File: config.mk
export PLATFORM = sky130hd
export DESIGN_NAME = butterfly_scheduler
export DESIGN_NICKNAME = d
export VERILOG_FILES = /design/src/rtl/butterfly_scheduler.sv
export SDC_FILE = /design/constraint.sdc
export NUM_CORES = 1
export LEC_CHECK = 0
export CORE_ASPECT_RATIO = 0.75
export CORE_MARGIN = 3
export CORE_UTILIZATION = 50
export CTS_CLUSTER_DIAMETER = 120
export DETAILED_ROUTE_END_ITERATION = 6
export PLACE_DENSITY_LB_ADDON = 0.12
export SLEW_MARGIN = 20
export SYNTH_ARGS = -nofsm -noshare
export SYNTH_HDL_FRONTEND = slang
export SYNTH_SLANG_ARGS = --single-unit
export TNS_END_PERCENT = 100
File: constraint.sdc
create_clock -name i_CLK -period 7.5 [get_ports i_CLK]
set_clock_uncertainty 0.05 [all_clocks]
set_input_delay 0.75 -clock i_CLK [delete_from_list [all_inputs] [get_ports i_CLK]]
set_output_delay 0.75 -clock i_CLK [all_outputs]
set_load 0.01 [all_outputs]
File: src/rtl/butterfly_scheduler.sv
// Address sequencer for an in-place radix-2 DIT FFT: issues one butterfly read per cycle
// across all stages and replays each read address pair as the write-back pair D cycles later.
module butterfly_scheduler #(
    parameter int  LOG2_N     = 4,
    parameter int  RD_LATENCY = 1,
    parameter int  BF_LATENCY = 2,
    localparam int TW_W       = (LOG2_N > 1) ? LOG2_N - 1 : 1
) (
    input  logic              i_CLK,
    input  logic              i_RST,
    input  logic              i_start,
    output logic              o_busy,
    output logic              o_done,
    output logic [LOG2_N-1:0] o_stage,
    output logic              o_rd_en,
    output logic [LOG2_N-1:0] o_rd_addr_A,
    output logic [LOG2_N-1:0] o_rd_addr_B,
    output logic [TW_W-1:0]   o_tw_addr,
    output logic              o_wr_en,
    output logic [LOG2_N-1:0] o_wr_addr_A,
    output logic [LOG2_N-1:0] o_wr_addr_B
);
    localparam int D     = RD_LATENCY + BF_LATENCY;
    localparam int CNT_W = (D > 1) ? $clog2(D) : 1;
    localparam logic [LOG2_N-1:0] ONE        = LOG2_N'(1);
    localparam logic [LOG2_N-1:0] K_LAST     = LOG2_N'((1 << (LOG2_N - 1)) - 1);
    localparam logic [LOG2_N-1:0] S_LAST     = LOG2_N'(LOG2_N - 1);
    localparam logic [CNT_W-1:0]  DRAIN_LAST = CNT_W'(D - 1);

    typedef enum logic [1:0] {IDLE, RUN, DRAIN, DONE} state_t;

    state_t            state_q;
    logic [LOG2_N-1:0] s_q, k_q, s_nxt, k_nxt;
    logic [CNT_W-1:0]  drain_q;
    logic              busy_q, done_q, rd_en_q;
    logic [LOG2_N-1:0] rd_a_q, rd_b_q;
    logic [TW_W-1:0]   tw_q;
    logic              wr_en_pipe_q [D];
    logic [LOG2_N-1:0] wr_a_pipe_q  [D];
    logic [LOG2_N-1:0] wr_b_pipe_q  [D];

    function automatic logic [LOG2_N-1:0] half_of(input logic [LOG2_N-1:0] s);
        return ONE << s;
    endfunction

    // Butterfly k of stage s pairs (grp*2*half + pos) with its partner half entries above.
    function automatic logic [LOG2_N-1:0] addr_a(input logic [LOG2_N-1:0] s,
                                                 input logic [LOG2_N-1:0] k);
        logic [LOG2_N-1:0] pos, grp;
        pos = k & (half_of(s) - ONE);
        grp = k >> s;
        return (grp << (s + ONE)) | pos;
    endfunction

    function automatic logic [TW_W-1:0] tw_of(input logic [LOG2_N-1:0] s,
                                             input logic [LOG2_N-1:0] k);
        return TW_W'(k & (half_of(s) - ONE)) << (S_LAST - s);
    endfunction

    assign s_nxt = s_q + ONE;
    assign k_nxt = k_q + ONE;

    always_ff @(posedge i_CLK or negedge i_RST) begin
        if (!i_RST) begin
            state_q <= IDLE;
            s_q     <= '0;
            k_q     <= '0;
            drain_q <= '0;
            busy_q  <= 1'b0;
            done_q  <= 1'b0;
            rd_en_q <= 1'b0;
            rd_a_q  <= '0;
            rd_b_q  <= '0;
            tw_q    <= '0;
        end else begin
            // NOTE: idle values first; a later nonblocking assignment in this pass wins.
            rd_en_q <= 1'b0;
            rd_a_q  <= '0;
            rd_b_q  <= '0;
            tw_q    <= '0;
            done_q  <= 1'b0;
            unique case (state_q)
                IDLE: if (i_start) begin
                    state_q <= RUN;
                    s_q     <= '0;
                    k_q     <= '0;
                    busy_q  <= 1'b1;
                    rd_en_q <= 1'b1;
                    rd_b_q  <= ONE;
                end
                RUN: if (k_q == K_LAST) begin
                    state_q <= DRAIN;
                    k_q     <= '0;
                    drain_q <= '0;
                end else begin
                    k_q     <= k_nxt;
                    rd_en_q <= 1'b1;
                    rd_a_q  <= addr_a(s_q, k_nxt);
                    rd_b_q  <= addr_a(s_q, k_nxt) + half_of(s_q);
                    tw_q    <= tw_of(s_q, k_nxt);
                end
                // Drain lets the last write of this stage land before the next stage reads.
                DRAIN: if (drain_q == DRAIN_LAST) begin
                    if (s_q == S_LAST) begin
                        state_q <= DONE;
                        busy_q  <= 1'b0;
                        done_q  <= 1'b1;
                    end else begin
                        state_q <= RUN;
                        s_q     <= s_nxt;
                        rd_en_q <= 1'b1;
                        rd_a_q  <= '0;
                        rd_b_q  <= half_of(s_nxt);
                    end
                end else begin
                    drain_q <= drain_q + CNT_W'(1);
                end
                DONE: begin
                    state_q <= IDLE;
                    s_q     <= '0;
                end
                default: state_q <= IDLE;
            endcase
        end
    end

    always_ff @(posedge i_CLK or negedge i_RST) begin
        if (!i_RST) begin
            // NOTE: the delay pipe is reset so an aborted run never emits a stray write strobe.
            for (int i = 0; i < D; i++) begin
                wr_en_pipe_q[i] <= 1'b0;
                wr_a_pipe_q[i]  <= '0;
                wr_b_pipe_q[i]  <= '0;
            end
        end else begin
            wr_en_pipe_q[0] <= rd_en_q;
            wr_a_pipe_q[0]  <= rd_a_q;
            wr_b_pipe_q[0]  <= rd_b_q;
            for (int i = 1; i < D; i++) begin
                wr_en_pipe_q[i] <= wr_en_pipe_q[i-1];
                wr_a_pipe_q[i]  <= wr_a_pipe_q[i-1];
                wr_b_pipe_q[i]  <= wr_b_pipe_q[i-1];
            end
        end
    end

    assign o_busy      = busy_q;
    assign o_done      = done_q;
    assign o_stage     = s_q;
    assign o_rd_en     = rd_en_q;
    assign o_rd_addr_A = rd_a_q;
    assign o_rd_addr_B = rd_b_q;
    assign o_tw_addr   = tw_q;
    assign o_wr_en     = wr_en_pipe_q[D-1];
    assign o_wr_addr_A = wr_a_pipe_q[D-1];
    assign o_wr_addr_B = wr_b_pipe_q[D-1];

endmodule

* Word-level counts from Yosys, hierarchy flattened *
Index checks and enable logic that the tools add are counted.

storage, ports and cells
  output and inout port bits = 27
  register bits after elaboration = 53
  word-level logic and storage cells = 89
  input port bits = 3

operators by class
  add/sub/neg operators = 6
  bitwise operators = 2
  reductions and logical operators = 10
  eq/ne operators = 12
  muxes and demuxes = 35
  shift operators = 5

operators with widths
  kind                                                               count
  4-bit two-way mux                                                  9
  4-bit case mux with 3 select lines                                 2
  2-bit two-way mux                                                  6
  2-bit inequality test, second input constant                       6
  1-bit two-way mux                                                  11
  4-bit by 1-bit adder with 4-bit output, second input constant      2
  2-bit case mux with 4 select lines                                 1
  4-bit case mux with 2 select lines                                 1
  4-bit AND reduction                                                2
  1-bit by 4-bit left shift with 4-bit output, first input constant  2
  2-bit == test, second input constant                               3
  3-bit two-way mux                                                  2
  3-bit AND reduction                                                2
  2-bit nonzero test                                                 3
  4-bit adder                                                        1
  4-bit bitwise AND                                                  1
  4-bit by 2-bit == test with 1-bit output, second input constant    1
  4-bit by 3-bit == test with 1-bit output, second input constant    1
  4-bit bitwise OR                                                   1
  2-bit case mux with 2 select lines                                 1
  3-bit by 4-bit left shift with 3-bit output                        1
  4-bit by 4-bit left shift with 4-bit output                        1
  4-bit by 4-bit right shift with 4-bit output                       1
  2-bit by 4-bit subtractor with 4-bit output, first input constant  1
  8 further kinds                                                    8

* Logic depth before layout (Yosys ltp) *
  depth after elaboration = 7
  mapped depth = 12
  depth with buffers taken out = 11

* Least setup slack after synthesis *
Ideal clock, no wire load.

  kind = flip-flop to flip-flop
  start = reg s_q[3] (netlist: o_stage[3])
  end = reg rd_b_q[3] (netlist: o_rd_addr_B[3])
  data required time = 7.363 ns
  slack = 4.663 ns
  path buffers = 1
  cell stages (with the launch flop) = 13
  arrival = 2.700 ns
  cells stage by stage = dfrtp_1 > buf_6 > nor3_1 > nand2_1 > ha_1 > xnor2_1 > o32ai_2 > a31o_2 > ha_1 > a21oi_1 > xor2_1 > a2111o_1 > o211ai_1

on the way
  word-level cells in the longest chain between the ends = 7
  elaborated cells between the ends (all ways) = 14
  classes of those cells = add/sub: 3; eq/ne: 1; shift: 4; mux: 4; bitwise: 2

ends and longest elaborated chain
  item                                                                            RTL line  RTL
  start: declaration                                                              33        logic [LOG2_N-1:0] s_q, k_q, s_nxt, k_nxt;
  start signal: assignment                                                        110       s_q <= s_nxt;
  branches (longest 6 deep; another with 4-bit by 1-bit adder with 4-bit output)  --
  4-bit case mux with 3 select lines *                                            82        unique case (state_q)
  end signal: assignment                                                          99        rd_b_q <= addr_a(s_q, k_nxt) + half_of(s_q);
  end signal: assignment                                                          113       rd_b_q <= half_of(s_nxt);
  end: declaration                                                                36        logic [LOG2_N-1:0] rd_a_q, rd_b_q;

Every way passes the cells marked *.
A chain may end at the register's enable or synchronous reset.

* Final worst setup path *
  start = reg s_q[0] (netlist: o_stage[0])
  end = reg rd_b_q[3] (netlist: o_rd_addr_B[3])

Same word-level chain as after synthesis.

==> out/qor.yml <==
drt:
  drt_wl_total_mm: 4.53
  routed.top_layer: "met4"
  wl_per_cell_um: 16.1
  drtAntennaViolNets: 0
  num_vias: 1538
  drc: 0
  wl_met1_mm: 2.21
  wl_met2_mm: 2.01
  drtIter0Drc: 94
  via_per_inst: 5.45
  wl_met3_um: 259
  first_pass_iters: 4
worst_setup_path:
  path_buf_inv: 0
  crit_fanout: 19
  cp-start-kind: "register"
  slowest_stage: "dfrtp_1"
  max_stage_delay_ns: 0.79
  worstPathCellList: "ha_1 -> xnor2_1 -> nor2b_1 -> a21o_1 -> ha_1 -> a21o_1 -> a21oi_1 -> xor2_1 -> a2111o_1 -> o211ai_1"
  cp.required_ns: 7.68
  setup.worst_path.end_class: "register"
  path_class: "reg2reg"
  cp.arrival_ns: 3.54
  worst_path_dominant_cell_family: "compound AO/OA/AOI/OAI gates"
synth:
  synth-async-reset-ratio: 1.00
  syn_inst: 206
  netlist_top_cells_area: "dfrtp_1 56%, ha_1 4.2%, o21ai_0 3.2%"
  synth_edf_count: 0
  syn-num-nets: 218
  synth.yosys.warnings: 0
  avgSynthCellArea_um2: 11.5
  synthesis.area_um2: 2380
  synthTopCellsByCount: "53 x dfrtp_1, 17 x nand2_1, 15 x o21ai_0"
  ys_types: 45
  netlist.area_leader.share: 0.558
  ys_seq_area_frac: 0.558
  ys_seq_elements: 53
  yosysMostFrequentCell: "dfrtp_1"
  synth_ff_type: "dfrtp_1"
  synth_area_leader_cell: "dfrtp_1"
clock_network:
  cts_root_buf: "clkbuf_8"
  htree_levels: 2
  post_cts_resized: 0
  clock_latency_ns: 0.31
  clkSlewWorstSetupHoldPaths_ns: 0.09
  cts_tree: "yes"
  cts_hold_buf: 0
  clkSinkCount: 53
  cts_buffer_depth: 2
  cts_setup_buffers: 0
  numCtsBuffers: 5
sta:
  fin_tns_setup_ns: 0
  fin_crit_ns: 3.37
  rsz0062_at_grt: "no"
  worstMarginPinSlew_ns: 0.772
  maxClockFrequency_mhz: 297
  slew_headroom: 0.482
  fin_crit_sh: 0.449
  drv_slew: 0
  finalHoldViolCount: 0
  setup_viol: 0
  whs_ns: 0.306
grt:
  antenna_found_initial: 0
  overflow: 0
  track_usage: 0.180
  grt_first_pass_wirelength_mm: 7.64
  grt_pass1_vias: 1502
  grt_max_degree: 30
hold_path:
  worstHoldPathType: "reg2reg"
cells_and_area:
  n_fill_cell: 382
  multiInputGateArea_um2: 863
  final_util: 0.591
  fin_nets: 236
  drive_gt1_frac: 0.0844
  seq_area_um2: 1330
  fin_cells: 282
  antenna_cells_inserted: 0
  area_growth_pct: 12.3
die:
  std_cell_rows: 21
  core_um2: 4520
  die_y_um: 65.7
  die_x_um: 85.6
  pin_count: 30
  initial_core_util: 0.526
  die_area_um2: 5630
power_and_ir_drop:
  pwr_density_cell_nw_per_um2: 169
  vdd_ir_drop_max_v: 0.000119
  leakagePower_nw: 1.14
place:
  gp_congestion: 0.862
  dp_cells: 274
  port_buffers: 29
  hpwl_mm: 3.29
job:
  maxCapViolCount: 0
outcome:
  status: "complete, no violations"
## worst reg2reg max path: cells and delay by family (launching register included)
kind                     cells  cell delay [ns]
AO/OA/AOI/OAI                5             1.16
flip-flops                   1             0.79
adder cells (fa/ha/maj)      2             0.66
XOR/XNOR                     2             0.32
AND/OR/NAND/NOR              1             0.31
## report_power, final
group,switching (W),internal (W),total [W]
Sequential,0,0.000285,0.000285
Combinational,0.00000559,0.00000120,0.00000679
Clock,0.0000933,0.0000663,0.000160
## final timing paths
| check | start | endpoint | slack [ns] | cells after the start |
|---|---|---|---|---|
| setup reg to reg | o_stage[0]$_DFFE_PN0P_ | o_rd_addr_B[3]$_DFF_PN0_ | 4.13 | 10 |
| hold reg to reg | wr_a_pipe_q[7]$_DFF_PN0_ | o_wr_addr_A[3]$_DFF_PN0_ | 0.31 | 0 |
| max in group asynchronous | i_RST | o_wr_addr_A[3]$_DFF_PN0_ | 6.27 | 2 |
| min in group asynchronous | i_RST | o_wr_en$_DFF_PN0_ | 0.36 | 1 |
| hold / removal | wr_a_pipe_q[7]$_DFF_PN0_ | o_wr_addr_A[3]$_DFF_PN0_ | 0.31 | 0 |
| setup / recovery | o_stage[0]$_DFFE_PN0P_ | o_rd_addr_B[3]$_DFF_PN0_ | 4.13 | 10 |
## per-stage QoR
| step | total power (W) | cell area [µm²] | worst slack [ns] |
|---|---|---|---|
| after floorplan | 0.000292 | 2380 | 4.66 |
| after global placement | 0.000298 | 2580 | 4.33 |
| after detailed placement | 0.000299 | 2580 | 4.21 |
| after CTS | 0.000458 | 2670 | 4.17 |
| after global routing | 0.000474 | 2670 | 3.89 |
| final | 0.000452 | 2670 | 4.13 |
## cell usage in the layout (no fill, tap or decap), types with 6 or more instances in the layout
cell	count
a21oi_1	12
clkdlybuf4s50_1	28
dfrtp_1	53
ha_1	8
inv_1	7
nand2_1	17
nor2_1	10
nor3_1	6
o21ai_0	15
## per-layer routing
metal,vias to the layer above,track usage
li1,739,-
met1,745,0.262
met2,49,0.258
met3,5,0.0414
met4,0,0.0731
met5,-,0
## cell families (layout without fill, tap and decap cells)
kind of cell,Yosys count,in the layout,share of synthesized area
and+or+nand+nor,58,58,0.132
xor gates and xnor gates,10,10,0.0400
buffers and inverters,26,45,0.0789
adders and majority gates,9,9,0.0505
muxes,2,2,0.00842
DFF,53,53,0.558
AOI/OAI and AO/OA,48,48,0.132
## flip-flops by register name (all words and copies together), names as in the netlist
register,count
wr_a_pipe_q,8
wr_b_pipe_q,8
k_q,4
o_rd_addr_A,4
o_rd_addr_B,4
o_stage,4
o_wr_addr_A,4
o_wr_addr_B,4
o_tw_addr,3
drain_q,2
state_q,2
wr_en_pipe_q,2
o_busy,1
o_done,1
o_rd_en,1
o_wr_en,1
## cell type report
| cell class | instances | share of cell area |
|---|---|---|
| multi-input combinational | 127 | 0.323 |
| clock inverter | 3 | 0.00797 |
| clock buffer | 5 | 0.0258 |
| sequential | 53 | 0.497 |
| timing repair buffer | 30 | 0.110 |
| tap | 57 | 0.0267 |
| inverter | 7 | 0.00984 |
No activity file was read; power rests on OpenSTA's default activity.
